$ cat src/rtl/lsu_mem_port_if.sv
// Request/response handshake plus word-aligned memory bus between the execute
// stage, the load/store port and the data memory.
interface lsu_mem_port_if #(
  parameter int AWIDTH = 32,
  parameter int DWIDTH = 32
);
  logic              req_valid_i;
  logic              req_ready_o;
  logic              req_we_i;
  logic [1:0]        req_size_i;
  logic              req_unsigned_i;
  logic [AWIDTH-1:0] req_addr_i;
  logic [DWIDTH-1:0] req_wdata_i;
  logic              resp_valid_o;
  logic [DWIDTH-1:0] resp_rdata_o;
  logic              resp_err_o;
  logic [AWIDTH-1:0] mem_addr_o;
  logic [DWIDTH-1:0] mem_data_o;
  logic              mem_read_en_o;
  logic              mem_write_en_o;
  logic [DWIDTH-1:0] mem_data_i;

  // Load/store port side.
  modport slave (
    input  req_valid_i, req_we_i, req_size_i, req_unsigned_i, req_addr_i,
           req_wdata_i, mem_data_i,
    output req_ready_o, resp_valid_o, resp_rdata_o, resp_err_o,
           mem_addr_o, mem_data_o, mem_read_en_o, mem_write_en_o
  );

  // Requester and memory side.
  modport master (
    output req_valid_i, req_we_i, req_size_i, req_unsigned_i, req_addr_i,
           req_wdata_i, mem_data_i,
    input  req_ready_o, resp_valid_o, resp_rdata_o, resp_err_o,
           mem_addr_o, mem_data_o, mem_read_en_o, mem_write_en_o
  );
endinterface

$ cat src/rtl/lsu_mem_port.sv
// Single-outstanding load/store initiator: byte/half/word accesses mapped onto
// word-aligned memory cycles, with read-modify-write for sub-word stores.
module lsu_mem_port #(
    parameter int AWIDTH = 32,
    parameter int DWIDTH = 32
) (
    input  logic           clk,
    input  logic           rst,
    lsu_mem_port_if.slave  bus
);
    localparam logic [2:0] IDLE     = 3'd0;
    localparam logic [2:0] LOAD     = 3'd1;
    localparam logic [2:0] RMW_RD   = 3'd2;
    localparam logic [2:0] STORE_WR = 3'd3;
    localparam logic [2:0] RESP     = 3'd4;

    logic [2:0]        state;
    logic              we, uns, err;
    logic [1:0]        size, off;
    logic [AWIDTH-1:0] addr;
    logic [DWIDTH-1:0] wdata, merge, rdata;
    logic [DWIDTH-1:0] shifted, ld_data, mg_data;
    logic              accept, bad, mem_active;

    assign off    = addr[1:0];
    assign accept = bus.req_valid_i & bus.req_ready_o;
    assign bad    = (bus.req_size_i == 2'b11) ||
                    (bus.req_size_i == 2'b01 && bus.req_addr_i[0]) ||
                    (bus.req_size_i == 2'b10 && bus.req_addr_i[1:0] != 2'b00);

    // Load path: bring the addressed lane to bit 0, then truncate and extend.
    assign shifted = bus.mem_data_i >> {off, 3'b000};
    always_comb begin
        ld_data = shifted;
        case (size)
            2'b00: ld_data = uns ? {{(DWIDTH-8){1'b0}}, shifted[7:0]}
                                 : {{(DWIDTH-8){shifted[7]}}, shifted[7:0]};
            2'b01: ld_data = uns ? {{(DWIDTH-16){1'b0}}, shifted[15:0]}
                                 : {{(DWIDTH-16){shifted[15]}}, shifted[15:0]};
            default: ld_data = shifted;
        endcase
    end

    // Sub-word store: splice the new byte/half into the word just read.
    always_comb begin
        mg_data = bus.mem_data_i;
        if (size == 2'b00) begin
            case (off)
                2'd0: mg_data[7:0]   = wdata[7:0];
                2'd1: mg_data[15:8]  = wdata[7:0];
                2'd2: mg_data[23:16] = wdata[7:0];
                default: mg_data[31:24] = wdata[7:0];
            endcase
        end else if (off[1]) begin
            mg_data[31:16] = wdata[15:0];
        end else begin
            mg_data[15:0] = wdata[15:0];
        end
    end

    // Memory strobes decode straight from state so an async reset kills them at once.
    assign mem_active         = (state == LOAD) || (state == RMW_RD) || (state == STORE_WR);
    assign bus.mem_addr_o     = mem_active ? {addr[AWIDTH-1:2], 2'b00} : '0;
    assign bus.mem_read_en_o  = (state == LOAD) || (state == RMW_RD);
    assign bus.mem_write_en_o = (state == STORE_WR);
    assign bus.mem_data_o     = (state != STORE_WR) ? '0 : (size == 2'b10) ? wdata : merge;
    assign bus.req_ready_o    = rst & (state == IDLE);
    assign bus.resp_valid_o   = (state == RESP);
    assign bus.resp_rdata_o   = rdata;
    assign bus.resp_err_o     = err;

    always_ff @(posedge clk or negedge rst) begin
        if (!rst) begin
            state <= IDLE;
            we    <= 1'b0;
            uns   <= 1'b0;
            size  <= 2'b00;
            addr  <= '0;
            wdata <= '0;
            merge <= '0;
            rdata <= '0;
            err   <= 1'b0;
        end else begin
            case (state)
                IDLE: if (accept) begin
                    we    <= bus.req_we_i;
                    uns   <= bus.req_unsigned_i;
                    size  <= bus.req_size_i;
                    addr  <= bus.req_addr_i;
                    wdata <= bus.req_wdata_i;
                    if (bad) begin
                        rdata <= '0;
                        err   <= 1'b1;
                        state <= RESP;
                    end else if (!bus.req_we_i) begin
                        state <= LOAD;
                    end else if (bus.req_size_i == 2'b10) begin
                        state <= STORE_WR;
                    end else begin
                        state <= RMW_RD;
                    end
                end
                LOAD: begin
                    rdata <= ld_data;
                    err   <= 1'b0;
                    state <= RESP;
                end
                RMW_RD: begin
                    merge <= mg_data;
                    state <= STORE_WR;
                end
                STORE_WR: begin
                    rdata <= '0;
                    err   <= 1'b0;
                    state <= RESP;
                end
                default: state <= IDLE;
            endcase
        end
    end
endmodule

$ cat src/flat_wrapper.sv
// flat-port wrapper written by rule: the top's interface ports become plain ports
module lsu_mem_port_flat 
#(
    parameter int AWIDTH = 32,
    parameter int DWIDTH = 32
)
  (clk, rst, bus_req_valid_i, bus_req_we_i, bus_req_size_i, bus_req_unsigned_i, bus_req_addr_i, bus_req_wdata_i, bus_mem_data_i, bus_req_ready_o, bus_resp_valid_o, bus_resp_rdata_o, bus_resp_err_o, bus_mem_addr_o, bus_mem_data_o, bus_mem_read_en_o, bus_mem_write_en_o);
  lsu_mem_port_if #(.AWIDTH(AWIDTH), .DWIDTH(DWIDTH)) bus_i ();
  input  logic clk;
  input  logic rst;
  input wire logic [$bits(bus_i.req_valid_i)-1:0] bus_req_valid_i;
  input wire logic [$bits(bus_i.req_we_i)-1:0] bus_req_we_i;
  input wire logic [$bits(bus_i.req_size_i)-1:0] bus_req_size_i;
  input wire logic [$bits(bus_i.req_unsigned_i)-1:0] bus_req_unsigned_i;
  input wire logic [$bits(bus_i.req_addr_i)-1:0] bus_req_addr_i;
  input wire logic [$bits(bus_i.req_wdata_i)-1:0] bus_req_wdata_i;
  input wire logic [$bits(bus_i.mem_data_i)-1:0] bus_mem_data_i;
  output wire logic [$bits(bus_i.req_ready_o)-1:0] bus_req_ready_o;
  output wire logic [$bits(bus_i.resp_valid_o)-1:0] bus_resp_valid_o;
  output wire logic [$bits(bus_i.resp_rdata_o)-1:0] bus_resp_rdata_o;
  output wire logic [$bits(bus_i.resp_err_o)-1:0] bus_resp_err_o;
  output wire logic [$bits(bus_i.mem_addr_o)-1:0] bus_mem_addr_o;
  output wire logic [$bits(bus_i.mem_data_o)-1:0] bus_mem_data_o;
  output wire logic [$bits(bus_i.mem_read_en_o)-1:0] bus_mem_read_en_o;
  output wire logic [$bits(bus_i.mem_write_en_o)-1:0] bus_mem_write_en_o;
  assign bus_i.req_valid_i = bus_req_valid_i;
  assign bus_i.req_we_i = bus_req_we_i;
  assign bus_i.req_size_i = bus_req_size_i;
  assign bus_i.req_unsigned_i = bus_req_unsigned_i;
  assign bus_i.req_addr_i = bus_req_addr_i;
  assign bus_i.req_wdata_i = bus_req_wdata_i;
  assign bus_i.mem_data_i = bus_mem_data_i;
  assign bus_req_ready_o = bus_i.req_ready_o;
  assign bus_resp_valid_o = bus_i.resp_valid_o;
  assign bus_resp_rdata_o = bus_i.resp_rdata_o;
  assign bus_resp_err_o = bus_i.resp_err_o;
  assign bus_mem_addr_o = bus_i.mem_addr_o;
  assign bus_mem_data_o = bus_i.mem_data_o;
  assign bus_mem_read_en_o = bus_i.mem_read_en_o;
  assign bus_mem_write_en_o = bus_i.mem_write_en_o;
  lsu_mem_port #(.AWIDTH(AWIDTH), .DWIDTH(DWIDTH)) u_core (.clk(clk), .rst(rst), .bus(bus_i));
endmodule
$ cat config.mk
export PLATFORM = sky130hd
export DESIGN_NAME = lsu_mem_port_flat
export DESIGN_NICKNAME = d
export VERILOG_FILES = /design/src/rtl/lsu_mem_port_if.sv /design/src/rtl/lsu_mem_port.sv /design/src/flat_wrapper.sv
export SDC_FILE = /design/constraint.sdc
export NUM_CORES = 1
export LEC_CHECK = 0
export BUFFER_PORTS_ARGS = -buffer_cell sky130_fd_sc_hd__clkbuf_2
export CORE_AREA = 2 2 134 136
export CTS_CLUSTER_DIAMETER = 50
export DETAILED_ROUTE_END_ITERATION = 12
export DIE_AREA = 0 0 136 138
export GPL_ROUTABILITY_DRIVEN = 1
export PLACE_DENSITY = 0.68
export REMOVE_ABC_BUFFERS = 1
export SLEW_MARGIN = 20
export SYNTH_ARGS = -nofsm -noshare
export SYNTH_HDL_FRONTEND = slang
export SYNTH_SLANG_ARGS = --single-unit
$ cat constraint.sdc
create_clock -name clk -period 5.05 [get_ports clk]
set_input_delay 0.2525 -clock clk [delete_from_list [all_inputs] [get_ports clk]]
set_output_delay 0.2525 -clock clk [all_outputs]
set_load 0.03 [all_outputs]
==> reports/qor.tcl <==
set qor(cpPeakStageDelay_ns) 0.72
set qor(critical_path_class) {reg2out}
set qor(worst_pin_slew_ns) 1.046
set qor(max_freq_mhz) 337.7
set qor(critical_path.startpoint) {u_core.size[1]$_DFFE_PN0P_}
set qor(setup.worst_path.start_class) {flip-flop}
set qor(dr.pass1.iters) 4
set qor(synth-seq-cells) 135
set qor(final.period_utilization_pct) 58.64
set qor(drtIter0Drc) 415
set qor(worst_hold_startpoint) {bus_req_wdata_i[31]}
set qor(power.static_leakage_nw) 4.179
set qor(layout_cell_share_with_drive_strength_beyond_1_pct) 39.78
set qor(hold_violations) 0
set qor(clock_tree.root_cell) {clkbuf_16}
set qor(irDropWorstVdd_v) 0.0003868
set qor(ff_latch_area_um2) 3379
set qor(area_taken_by_multi_input_logic_gates_um2) 3124
set qor(cts_buffers) 17
set qor(cts_max_level) 4
set qor(timing.final.setup_violations) 0
set qor(timing.critical_path.cells) {nor2b_2, buf_4, nand2_1, a21oi_1, clkbuf_2}
set qor(grt.overflow.total) 0
set qor(cts_tree) {yes}
set qor(synthDistinctLibCells) 44
set qor(min_period_ns) 2.961
set qor(grt_pass1_wl_um) 31190
set qor(finalClockSkew_ns) 0.006646
set qor(core_region_area_um2) 17530
set qor(pin_count) 204
set qor(gp_congestion) 0.8294
set qor(timing.critical_path.slowest_stage_cell) {dfrtp_1}
set qor(crit_fanout) 24
set qor(ys_dominant_reg_cell) {dfrtp_1}
set qor(fin_tns_setup_ns) 0
set qor(rr_startpoint) {u_core.addr[0]$_DFFE_PN0P_}
set qor(timing.final.max_slew_violations) 0
set qor(insertion_delay_ns) 0.42
set qor(routed_wire_length_per_instance_um) 18.92
set qor(ant_nets) 0
set qor(cp-end-kind) {primary output}
set qor(rsz0062_at_grt) {false}
set qor(vias_per_cell) 5.269
set qor(number_of_flops_mapped_to_enable_cells_by_yosys) 0
set qor(clock_path_buffers) 2
set qor(postRouteWirelength_um) 20190
set qor(place.port_buffers) 201
set qor(nFillCells) 1674
set qor(synth.yosys.seq_area_share_pct) 49.91
set qor(vias) 5622
set qor(cts.clk_slew.worst_paths_ns) 0.06
set qor(die_area_um2) 18770
set qor(netlist_instances) 646
set qor(finalCoreUtilization_pct) 48.44
set qor(remaining_drc_errors) 0
set qor(dp_hpwl_um) 13900
set qor(design.final.nets) 927
set qor(cap_violations) 0
set qor(via_count_of_the_first_global_routing_pass) 5725
set qor(worst_ep_arrival_time_ns) 2.71
set qor(grt_start_max_net_pins) 79
set qor(worst_slew_margin_relative_to_its_limit_pct) 29.99
set qor(grt_antenna_before_repair) 1
set qor(synth.cell_area_um2) 6769
set qor(hold_path_class) {in2reg}
set qor(die_width_um) 136
set qor(synth_area_per_cell_um2) 10.48
set qor(result_of_the_run) {finished clean}
set qor(power-per-cell-area_nw_per_um2) 706.5
set qor(postSynth.asyncResetShare_pct) 100.0
set qor(floorplan.initialDensity_pct) 38.60
set qor(fp-row-count) 49
set qor(area_delta_synth_final_pct) 25.49
set qor(tritoncts_num_sinks) 135
set qor(grt.total_usage_pct) 21.56
set qor(req_time_crit_path_ns) 4.80
set qor(yosysWarnings) 0
set qor(dieHeight_um) 138
==> path summary, 6_finish.rpt <==
kind	to	slack [ns]	depth (start not counted)
max	bus_mem_data_o[9]	2.09	5
min	u_core.wdata[31]$_DFFE_PN0P_	0.06	2
max reg2reg	u_core.merge[26]$_DFFE_PN0N_	2.72	4
min reg2reg	u_core.merge[27]$_DFFE_PN0N_	0.48	2
max in group asynchronous	u_core.wdata[23]$_DFFE_PN0P_	3.31	3
min in group asynchronous	u_core.wdata[26]$_DFFE_PN0P_	0.42	2
==> cells by family after synthesis <==
group	after synthesis	share of synthesized area, %
muxes	108	17.49
DFF	135	49.91
xor gates and xnor gates	1	0.1294
other	1	0.05540
AOI/OAI and AO/OA	149	14.23
and+or+nand+nor	195	14.05
buffers and inverters	57	4.140
==> Yosys cell counts (3+ instances only) <==
master	number	area share [%]
inv_1	4	0.22
a211o_1	8	1.0
dfrtp_1	135	50
a21oi_1	41	3.0
buf_2	17	1.3
mux2_2	68	11
nand3b_1	7	0.78
o22ai_1	6	0.55
a32o_1	7	1.0
or4b_2	5	0.74
o2bb2ai_1	18	2.3
nand2_1	115	6.4
nor2_1	16	0.89
and2_1	33	3.0
nor3_1	4	0.30
buf_6	5	0.83
clkbuf_1	25	1.4
o21ai_0	52	3.8
a221o_2	8	1.3
mux2i_1	38	5.6
nor2b_1	5	0.46
buf_1	3	0.17
==> repair_timing <==
action,4_1_cts,5_1_grt
hold endpoints to repair,74,0
hold buffers,1,0
resized for setup,0,0
setup buffers,0,0
==> state kept, by name, summed over array words and instances, names as in the netlist <==
| register | flops |
|---|---|
| u_core.bus.resp_err_o | 1 |
| u_core.uns | 1 |
| u_core.bus.resp_rdata_o | 32 |
| u_core.wdata | 32 |
| u_core.addr | 32 |
| u_core.merge | 32 |
| u_core.size | 2 |
| u_core.state | 3 |
==> critical path, delay by kind of cell (launching register included) <==
family	cells	cell delay, ns
and+or+nand+nor	2	0.60
AOI/OAI and AO/OA	1	0.29
buffers and inverters	2	0.68
DFF	1	0.72
==> metrics by stage <==
step	instances	power [mW]	hold WS (ns)	setup WS [ns]	cell area, µm²
after global placement	1033	4.696	0.3244	2.592	7881
after CTS	1066	6.046	0.04407	2.147	8492
final	1067	6.001	0.05565	2.089	8494
after floorplan	595	3.860	-0.04309	2.144	6511
after global routing	1066	6.379	0.04698	2.003	8492
after detailed placement	1033	4.753	0.3353	2.562	7881
==> layout by cell type (no fill, tap or decap), types with 17 or more instances in the layout <==
cell / netlist / layout
clkbuf_16: 0 / 17
mux2i_1: 38 / 38
clkbuf_2: 0 / 200
o2bb2ai_1: 18 / 18
mux2_2: 68 / 68
and2_1: 33 / 33
o21ai_0: 52 / 52
nand2_1: 115 / 114
a21oi_1: 41 / 41
dfrtp_1: 135 / 134
==> cell type report <==
class	instances	share of cell area (%)
Inverter	5	0.2209
Tap cell	229	3.373
Clock buffer	23	5.627
Antenna cell	1	0.02946
Timing Repair Buffer	210	12.74
Clock inverter	9	1.444
Multi-Input combinational cell	455	36.78
Sequential cell	135	39.78
==> where the power goes <==
group	total [mW]	internal, mW	leakage [nW]	switching, mW
Sequential	2.04	1.60	1.66	0.440
Combinational	2.68	1.06	2.22	1.63
Clock	1.28	0.811	0.297	0.464
Total	6.00	3.47	4.18	2.53
==> metal layers <==
metal,share of wire [%],track usage [%]
met5,0,0
met4,1.8,6.853
met3,11,8.508
met2,44,31.76
met1,43,29.14
No activity file was read; power rests on OpenSTA's default activity.
